$ cat config.mk
export PLATFORM = sky130hd
export DESIGN_NAME = multicycle_control
export DESIGN_NICKNAME = d
export VERILOG_FILES = /design/src/rtl/multicycle_control.sv
export SDC_FILE = /design/constraint.sdc
export NUM_CORES = 1
export LEC_CHECK = 0
export CORE_AREA = 2 2 41 43
export DETAILED_ROUTE_END_ITERATION = 16
export DIE_AREA = 0 0 43 45
export PLACE_DENSITY = 0.71
export SLEW_MARGIN = 15
export SYNTH_ARGS = -nofsm -noshare
export SYNTH_HDL_FRONTEND = slang
export SYNTH_SLANG_ARGS = --single-unit
$ cat constraint.sdc
create_clock -name clk -period 1.8 [get_ports clk]
set_clock_uncertainty 0.2 [all_clocks]
set_input_delay 0.36 -clock clk [delete_from_list [all_inputs] [get_ports clk]]
set_output_delay 0.36 -clock clk [all_outputs]
set_load 0.05 [all_outputs]
$ cat src/rtl/multicycle_control.sv
// Multicycle CPU main control: Moore FSM sequencing fetch/decode/execute/writeback.
// Define MC_MEM_STALL_EN to hold FETCH, MEM_READ and MEM_WRITE until mem_ready.
//
// state     | meaning
// FETCH     | read instruction, load IR, PC <= PC + 1
// DECODE    | register read, precompute branch target, flag illegal opcode
// MEM_ADDR  | ALU computes load/store address
// MEM_READ  | data memory read at ALUOut
// MEM_WB    | write loaded data to register file
// MEM_WRITE | data memory write at ALUOut
// R_EXEC    | ALU operation selected by func
// R_WB      | write ALU result to rd
// BRANCH    | compare and conditionally take branch target
// JUMP      | PC <= jump target
module multicycle_control (
  input  logic       clk,
  input  logic       rst_n,
  input  logic [3:0] opcode,
  input  logic       mem_ready,
  output logic [1:0] ALUop,
  output logic       alu_src_a,
  output logic [1:0] alu_src_b,
  output logic       pc_write,
  output logic       pc_write_cond,
  output logic       pc_write_not,
  output logic [1:0] pc_source,
  output logic       ir_write,
  output logic       mem_read,
  output logic       mem_write,
  output logic       i_or_d,
  output logic       reg_write,
  output logic       reg_dst,
  output logic       mem_to_reg,
  output logic       illegal_op,
  output logic [3:0] state
);

  localparam logic [3:0] S_FETCH     = 4'd0;
  localparam logic [3:0] S_DECODE    = 4'd1;
  localparam logic [3:0] S_MEM_ADDR  = 4'd2;
  localparam logic [3:0] S_MEM_READ  = 4'd3;
  localparam logic [3:0] S_MEM_WB    = 4'd4;
  localparam logic [3:0] S_MEM_WRITE = 4'd5;
  localparam logic [3:0] S_R_EXEC    = 4'd6;
  localparam logic [3:0] S_R_WB      = 4'd7;
  localparam logic [3:0] S_BRANCH    = 4'd8;
  localparam logic [3:0] S_JUMP      = 4'd9;

  logic [3:0] r_state;
  logic [3:0] w_next;
  logic       w_mem_ok;
  logic       w_op_r, w_op_lw, w_op_sw, w_op_beq, w_op_bne, w_op_j, w_op_legal;

  assign w_op_r     = (opcode == 4'b0000);
  assign w_op_lw    = (opcode == 4'b1000);
  assign w_op_sw    = (opcode == 4'b1001);
  assign w_op_beq   = (opcode == 4'b0101);
  assign w_op_bne   = (opcode == 4'b0110);
  assign w_op_j     = (opcode == 4'b1111);
  assign w_op_legal = w_op_r | w_op_lw | w_op_sw | w_op_beq | w_op_bne | w_op_j;

`ifdef MC_MEM_STALL_EN
  assign w_mem_ok = mem_ready;
`else
  // mem_ready is deliberately a don't-care in the single-cycle-memory build
  assign w_mem_ok = mem_ready | 1'b1;
`endif

  always_ff @(posedge clk or negedge rst_n) begin
    if (!rst_n) r_state <= S_FETCH;
    else        r_state <= w_next;
  end

  always_comb begin
    w_next = S_FETCH;
    case (r_state)
      S_FETCH:     w_next = w_mem_ok ? S_DECODE : S_FETCH;
      S_DECODE: begin
        if (w_op_lw || w_op_sw)        w_next = S_MEM_ADDR;
        else if (w_op_r)               w_next = S_R_EXEC;
        else if (w_op_beq || w_op_bne) w_next = S_BRANCH;
        else if (w_op_j)               w_next = S_JUMP;
        else                           w_next = S_FETCH;
      end
      S_MEM_ADDR:  w_next = w_op_lw ? S_MEM_READ : S_MEM_WRITE;
      S_MEM_READ:  w_next = w_mem_ok ? S_MEM_WB : S_MEM_READ;
      S_MEM_WRITE: w_next = w_mem_ok ? S_FETCH : S_MEM_WRITE;
      S_R_EXEC:    w_next = S_R_WB;
      default:     w_next = S_FETCH;
    endcase
  end

  // Outputs are forced low while rst_n is low, since r_state alone would show FETCH strobes.
  always_comb begin
    ALUop         = 2'b00;
    alu_src_a     = 1'b0;
    alu_src_b     = 2'b00;
    pc_write      = 1'b0;
    pc_write_cond = 1'b0;
    pc_write_not  = 1'b0;
    pc_source     = 2'b00;
    ir_write      = 1'b0;
    mem_read      = 1'b0;
    mem_write     = 1'b0;
    i_or_d        = 1'b0;
    reg_write     = 1'b0;
    reg_dst       = 1'b0;
    mem_to_reg    = 1'b0;
    illegal_op    = 1'b0;
    if (rst_n) begin
      case (r_state)
        S_FETCH: begin
          mem_read  = 1'b1;
          ir_write  = w_mem_ok;
          pc_write  = w_mem_ok;
          alu_src_b = 2'b01;
        end
        S_DECODE: begin
          alu_src_b  = 2'b11;
          illegal_op = ~w_op_legal;
        end
        S_MEM_ADDR: begin
          alu_src_a = 1'b1;
          alu_src_b = 2'b10;
        end
        S_MEM_READ: begin
          mem_read = 1'b1;
          i_or_d   = 1'b1;
        end
        S_MEM_WB: begin
          reg_write  = 1'b1;
          mem_to_reg = 1'b1;
        end
        S_MEM_WRITE: begin
          mem_write = 1'b1;
          i_or_d    = 1'b1;
        end
        S_R_EXEC: begin
          alu_src_a = 1'b1;
          ALUop     = 2'b10;
        end
        S_R_WB: begin
          reg_write = 1'b1;
          reg_dst   = 1'b1;
        end
        S_BRANCH: begin
          alu_src_a     = 1'b1;
          ALUop         = 2'b01;
          pc_source     = 2'b01;
          pc_write_cond = w_op_beq;
          pc_write_not  = w_op_bne;
        end
        S_JUMP: begin
          pc_write  = 1'b1;
          pc_source = 2'b10;
        end
        default: ;
      endcase
    end
  end

  assign state = r_state;

endmodule

==> reports/metrics.cfg, run 1 <==
[synthesis]
seq_area_frac_synth=0.209
avgSynthCellArea_um2=6.95
ys_top_cells_by_area=dfrtp_1 (21%), nor3b_1 (7.8%), nor3_1 (7.3%)
synth_warnings=0
synthSimpleGateAreaFrac=0.522
synth_xor_area_frac=0.0366
syn-cell-area_um2=479
synthMuxAreaShare=0
synth_top_family_by_area=simple AND/OR/NAND/NOR gates
synth.distinct_cells=24
synthAdderAreaFrac=0
syn_nets=76
synth-compound-area-share=0.133
yosysTopAreaCell=dfrtp_1
netlist.area_leader.share=0.209
synthCells=69
synth-seq-cells=4

[run_status]
stop_error=[ERROR DPL-0033] detailed placement checks failed during check placement.
haltStage=detailed placement
status=did not finish

[die]
die_y_um=45
row_count=14
io_pins=29
initial_core_util=0.326
die_w_um=43

[placed_design]
io_buffers=27
dpl.hpwl_um=1960
place_congestion=0.862

[Yosys cell counts]
cell type	number
nor4_1	1
xnor2_1	2
nand2_1	5
o21ai_0	3
nor2_1	9
nor2b_1	3
nand2b_4	1
inv_1	3
or3b_4	1
nor2_2	1
nor3b_1	5
and3_1	2
nor3_2	1
or3_1	1
and4_1	1
nand2b_1	3
o32ai_1	1
a21oi_1	6
nor3_1	7
o211a_1	1
buf_2	5
dfrtp_1	4
nand4_1	2
buf_6	1
[through the flow]
step              instances  hold slack [ns]
global placement        133            0.457
floorplan                69           -0.136
[logic make-up after synthesis]
| group | after synthesis |
|---|---|
| flip-flops | 4 |
| buffers and inverters | 9 |
| AND/OR/NAND/NOR | 43 |
| AO/OA/AOI/OAI | 11 |
| XOR/XNOR | 2 |
==> run 2: changes to the inputs <==
Settings changed: CORE_AREA 2 2 41 43 to 2 2 63 65, DIE_AREA 0 0 43 45 to 0 0 65 67, PLACE_DENSITY 0.71 to not set, PLACE_DENSITY_LB_ADDON set to 0.15.
==> run 2 against run 1 <==
Effect of this change:
- the flow now finishes, with violations (setup timing)
- synthesized cell count unchanged
- synthesized area unchanged
==> reports/metrics.cfg, run 2 <==
[run_status]
status=finished, violations left  ; was did not finish
violations=setup timing

[die]
die-area_um2=4360
row_count=22  ; was 14
die_w_um=65  ; was 43 µm
coreArea_um2=3610
io_pins=29  ; unchanged
die_y_um=67  ; was 45 µm
initial_core_util=0.133  ; was 0.326

[synthesis]
synth_common_cells=nor2_1 (9), nor3_1 (7), a21oi_1 (6)  ; unchanged
netlist.area_leader.share=0.209  ; unchanged
synthFlopType=dfrtp_1  ; unchanged
seq_area_frac_synth=0.209  ; unchanged
synthArstFlopShare=1.00  ; unchanged
synth_edf_count=0  ; unchanged
syn-cell-area_um2=479  ; unchanged
synth.distinct_cells=24  ; unchanged
yosysTopAreaCell=dfrtp_1  ; unchanged
synth-seq-cells=4  ; unchanged
syn_nets=76  ; unchanged
yosys.cell_count.top_type=nor2_1  ; unchanged
synth_warnings=0  ; unchanged
ys_top_cells_by_area=dfrtp_1 (21%), nor3b_1 (7.8%), nor3_1 (7.3%)  ; unchanged
avgSynthCellArea_um2=6.95  ; unchanged
synthCells=69  ; unchanged

[clocking]
htreeDepth=1
clkTransAtPathRegs_ns=0.03
cts_tree=done
cts_root_buffer=clkbuf_8
clock_latency_ns=0.22
cts_buffer_depth=2
cts_buffers=3
cts.sinks=4

[global_route]
grt_pass1_wl_um=3420
first_global_vias=762
grt_antenna_before_repair=0
grt_usage=0.104
grt_overflow=0
grt_max_degree=10

[worst_setup_path]
worstSetupEndpointType=output port
critPathLaunchType=flip-flop
crit_chain=or3b_4, buf_4, nor2_4, buf_12
cp_data_required_time_ns=1.24
slowest_delay_ns=0.48
crit_path_max_fanout=5
arrival_ns=1.52
slowest_stage=or3b_4
rrSetupSlack_ns=0.23
worst-setup-path-type=reg2out

[sta]
min_period_ns=2.08
drv_slew=0
slew_headroom=0.807
worst_slack_ns=-0.285
hold_slack_ns=0.427
setup_viol=18
rsz0062_at_grt=yes
tns_ns=-2.99
hold_viol_final=0
tightest_slew_ns=0.289
fmax_mhz=480
fin_crit_sh=1.16

[layout]
register_area_um2=108
drive_gt1_frac=0.758
multi_input_area_um2=581
utilization=0.447
fillCellCount=345
syn_to_final_growth_pct=236
stdcell_count=176
mostFrequentLayoutCell=buf_4
largest_register_ffs=4
nNetsFinal=137
num_antenna_cells=0
layout_common_cells=buf_4 (24), buf_12 (23), nor2_4 (8)

[drt]
ant_nets=0
route.detailed.drc=0
routedWlPerCell_um=11.3
routed_via_density=4.10
num_vias=721
first_pass_iters=2
dr.first_iter.drc_count=15
postRouteWirelength_um=1980

[placed_design]
dp_slack_ns=-0.611
io_buffers=27  ; unchanged
place_congestion=0.768  ; was 0.862
placedCellCount=165
dpl.hpwl_um=1530  ; was 1960 µm

[pwr]
p_leak_uw=0.000645
power.density_nw_per_um2=1090
max-vdd-ir-drop_mv=0.517

[run]
maxCapViolCount=0

[worst_hold_path]
hp-class=in2async

[run 2: logic make-up (layout without fill, tap and decap cells)]
| group | count (synthesis) | after routing | synth area share |
|---|---|---|---|
| and+or+nand+nor | 43 | 43 | 0.522 |
| AOI/OAI and AO/OA | 11 | 11 | 0.133 |
| buffers and inverters | 9 | 68 | 0.0992 |
| DFF | 4 | 4 | 0.209 |
| xor gates and xnor gates | 2 | 2 | 0.0366 |
[run 2: power by group]
part / internal (µW) / switching [µW]
Clock: 143 / 49.9
Sequential: 122 / 33.8
Combinational: 664 / 737
[run 2: final cells by class]
type | instances | area share
timing repair buffer | 62 | 0.503
multi-input combinational | 56 | 0.360
sequential | 4 | 0.0668
tap | 48 | 0.0373
clock buffer | 3 | 0.0256
inverter | 3 | 0.00699
[run 2: critical path: cells and delay by family, from the launching register on]
| family | cells | cell delay, ns |
|---|---|---|
| buffers and inverters | 2 | 0.31 |
| flip-flops | 1 | 0.42 |
| AND/OR/NAND/NOR | 2 | 0.58 |
[run 2: timing repair]
action,4_1_cts,5_1_grt
hold endpoints to repair,1,0
hold buffers,2,0
gates cloned,0,1
buffers inserted,4,1
pin swaps,13,6
resized for setup,31,2
setup endpoints to repair,18,18
[run 2: metal layers]
metal  routed length (µm)  vias to the layer above  part of all wire  global-route usage
li1                     -                      361                 -                   -
met3                   63                        4             0.032              0.0135
met4                   50                        0             0.025              0.0718
met1                  817                      340              0.41               0.123
met2                 1050                       16              0.53               0.173
met5                    0                        -                 0                   0
[run 2: worst paths after layout]
kind | start | endpoint | depth (start not counted)
min in group clk | state[1] | state[2] | 3
worst min-delay path | rst_n | state[0] | 2
max in group asynchronous | rst_n | state[3] | 3
worst min register to register | state[1] | state[2] | 3
worst max-delay path | state[3] | mem_read | 4
worst max register to register | state[1] | state[1] | 4
[run 2: per-stage QoR]
step | total power, µW | area (µm²)
detailed placement | 1390 | 1390
CTS | 1740 | 1570
floorplan | 903 | 701
global placement | 1390 | 1390
global route | 1830 | 1610
finish | 1750 | 1610
No activity file was read; power rests on OpenSTA's default activity.
==> run 3: changes to the inputs <==
Settings changed: HOLD_SLACK_MARGIN set to 0.15.
==> run 3 against run 2 <==
Effect of this change:
- combinational power barely moved
- flip-flop and latch count did not move
- routed wire length rose by 0.96%
- setup slack improved by 0.0010 ns
- utilization fell by 0.10 points
- fmax hardly changed
- the run still ends with setup timing left
- cell count shrank 0.57%
- sequential share of layout area barely moved
- cell area is 0.23% lower
- via count is 0.28% higher
- total power grew 0.29%
==> reports/metrics.cfg, run 3 (synthesis results as in run 2) <==
[run_status]
violations=setup timing  ; unchanged
status=finished, violations left  ; unchanged

[die]
die_w_um=65  ; unchanged
die-area_um2=4360  ; unchanged
initial_core_util=0.133  ; unchanged
row_count=22  ; unchanged
io_pins=29  ; unchanged
coreArea_um2=3610  ; unchanged
die_y_um=67  ; unchanged

[clocking]
htreeDepth=1  ; unchanged
cts_buffers=3  ; unchanged
cts.sinks=4  ; unchanged
clkTransAtPathRegs_ns=0.03  ; about the same
clock_latency_ns=0.22  ; about the same
cts_buffer_depth=2  ; unchanged
cts_tree=done  ; unchanged
cts_root_buffer=clkbuf_8  ; unchanged

[layout]
fillCellCount=346  ; was 345
drive_gt1_frac=0.764  ; was 0.758
largest_register_ffs=4  ; unchanged
layout_common_cells=buf_4 (24), buf_12 (23), nor2_4 (8)  ; unchanged
utilization=0.446  ; was 0.447
num_antenna_cells=0  ; unchanged
syn_to_final_growth_pct=236  ; about the same
mostFrequentLayoutCell=buf_4  ; unchanged
nNetsFinal=136  ; was 137

[placed_design]
place_congestion=0.768  ; unchanged
dpl.hpwl_um=1530  ; unchanged
dp_slack_ns=-0.611  ; unchanged
io_buffers=27  ; unchanged

[sta]
fmax_mhz=480  ; about the same
rsz0062_at_grt=yes  ; unchanged
hold_viol_final=0  ; unchanged
setup_viol=18  ; unchanged
min_period_ns=2.08  ; about the same
fin_crit_sh=1.16  ; about the same
tns_ns=-3.01  ; was -2.99 ns
drv_slew=0  ; unchanged
worst_slack_ns=-0.284  ; was -0.285 ns
slew_headroom=0.807  ; unchanged
tightest_slew_ns=0.289  ; about the same

[drt]
routedWlPerCell_um=11.4  ; was 11.3 µm
num_vias=723  ; was 721
routed_via_density=4.13  ; was 4.10
first_pass_iters=2  ; unchanged
postRouteWirelength_um=2000  ; was 1980 µm
route.detailed.drc=0  ; unchanged
dr.first_iter.drc_count=13  ; was 15
ant_nets=0  ; unchanged

[worst_setup_path]
worst-setup-path-type=reg2out  ; unchanged
worstSetupEndpointType=output port  ; unchanged
crit_path_max_fanout=5  ; unchanged
critPathLaunchType=flip-flop  ; unchanged
r2r_start=state[1]  ; unchanged
arrival_ns=1.52  ; about the same
cp_data_required_time_ns=1.24  ; about the same
r2r_cells=4  ; unchanged
r2r-end=state[1]  ; unchanged
rrSetupSlack_ns=0.23  ; about the same

[worst_hold_path]
hp-class=in2async  ; unchanged

[run]
maxCapViolCount=0  ; unchanged

[pwr]
power.density_nw_per_um2=1090  ; about the same
p_leak_uw=0.000639  ; was 0.000645 µW
max-vdd-ir-drop_mv=0.516  ; was 0.517 mV
total_power_uw=1760  ; was 1750 µW

[global_route]
grt_overflow=0  ; unchanged
grt_max_degree=10  ; unchanged
grt_pass1_wl_um=3470  ; was 3420 µm
grt_antenna_before_repair=0  ; unchanged
grt_usage=0.104  ; about the same
first_global_vias=778  ; was 762

[run 3: cell types whose count changed in the layout (fill, tap and decap cells not counted)]
cell	delta
dlygate4sd3_1	-1
nor3b_2	-1
nor3b_4	+1
[run 3: worst max path at each step]
| stage | from | to | cells past startpoint |
|---|---|---|---|
| after floorplan | state[3] | ir_write | 3 |
| after global placement | rst_n | illegal_op | 5 |
| after detailed placement | rst_n | illegal_op | 5 |
| after CTS | state[3] | illegal_op | 4 |
| after global routing | state[3] | ir_write | 3 |
| final | state[2] | mem_read | 4 |
[run 3: what timing repair did]
item                                   4_1_cts  5_1_grt
resized for setup                           31        3
setup endpoints to repair                   18       18
gates cloned                                 0        1
endpoints found under the hold margin        4        0
hold buffers                                 1        0
pin swaps                                   13        5
buffers inserted                             4        1
[run 3: metal layers]
metal  up-vias  part of all wire  global-route usage
met5         -                 0                   0
met1       345              0.41               0.121
li1        358                 -                   -
met2        16              0.53               0.178
met3         4             0.032              0.0135
met4         0             0.025              0.0718
[run 3: where the power goes]
group | total, µW | leakage, µW | switching, µW | internal, µW
sequential | 156 | 0.0000471 | 33.7 | 122
combinational | 1410 | 0.000570 | 742 | 665
clock | 193 | 0.0000216 | 49.8 | 143
total | 1760 | 0.000639 | 825 | 930
[run 3: per-stage QoR]
stage,hold slack (ns),cell area [µm²],instances
final,0.423,1610,175
after global routing,0.458,1610,175
after CTS,0.421,1560,173
after detailed placement,0.387,1390,165
after global placement,0.377,1390,165
after floorplan,-0.136,701,69
[run 3: area by class of cell]
type | count | area (µm²) | area share
Clock buffer | 3 | 41.3 | 0.0257
Tap cell | 48 | 60.1 | 0.0374
Multi-Input combinational cell | 56 | 587 | 0.365
Inverter | 3 | 11.3 | 0.00700
Timing Repair Buffer | 61 | 801 | 0.498
Sequential cell | 4 | 108 | 0.0669
[run 3: critical path, cell delays in order, from the launching register on]
cell and delay, ns:
dfrtp_2 0.43, or3b_4 0.46, buf_4 0.17, nor2_4 0.10, buf_12 0.14
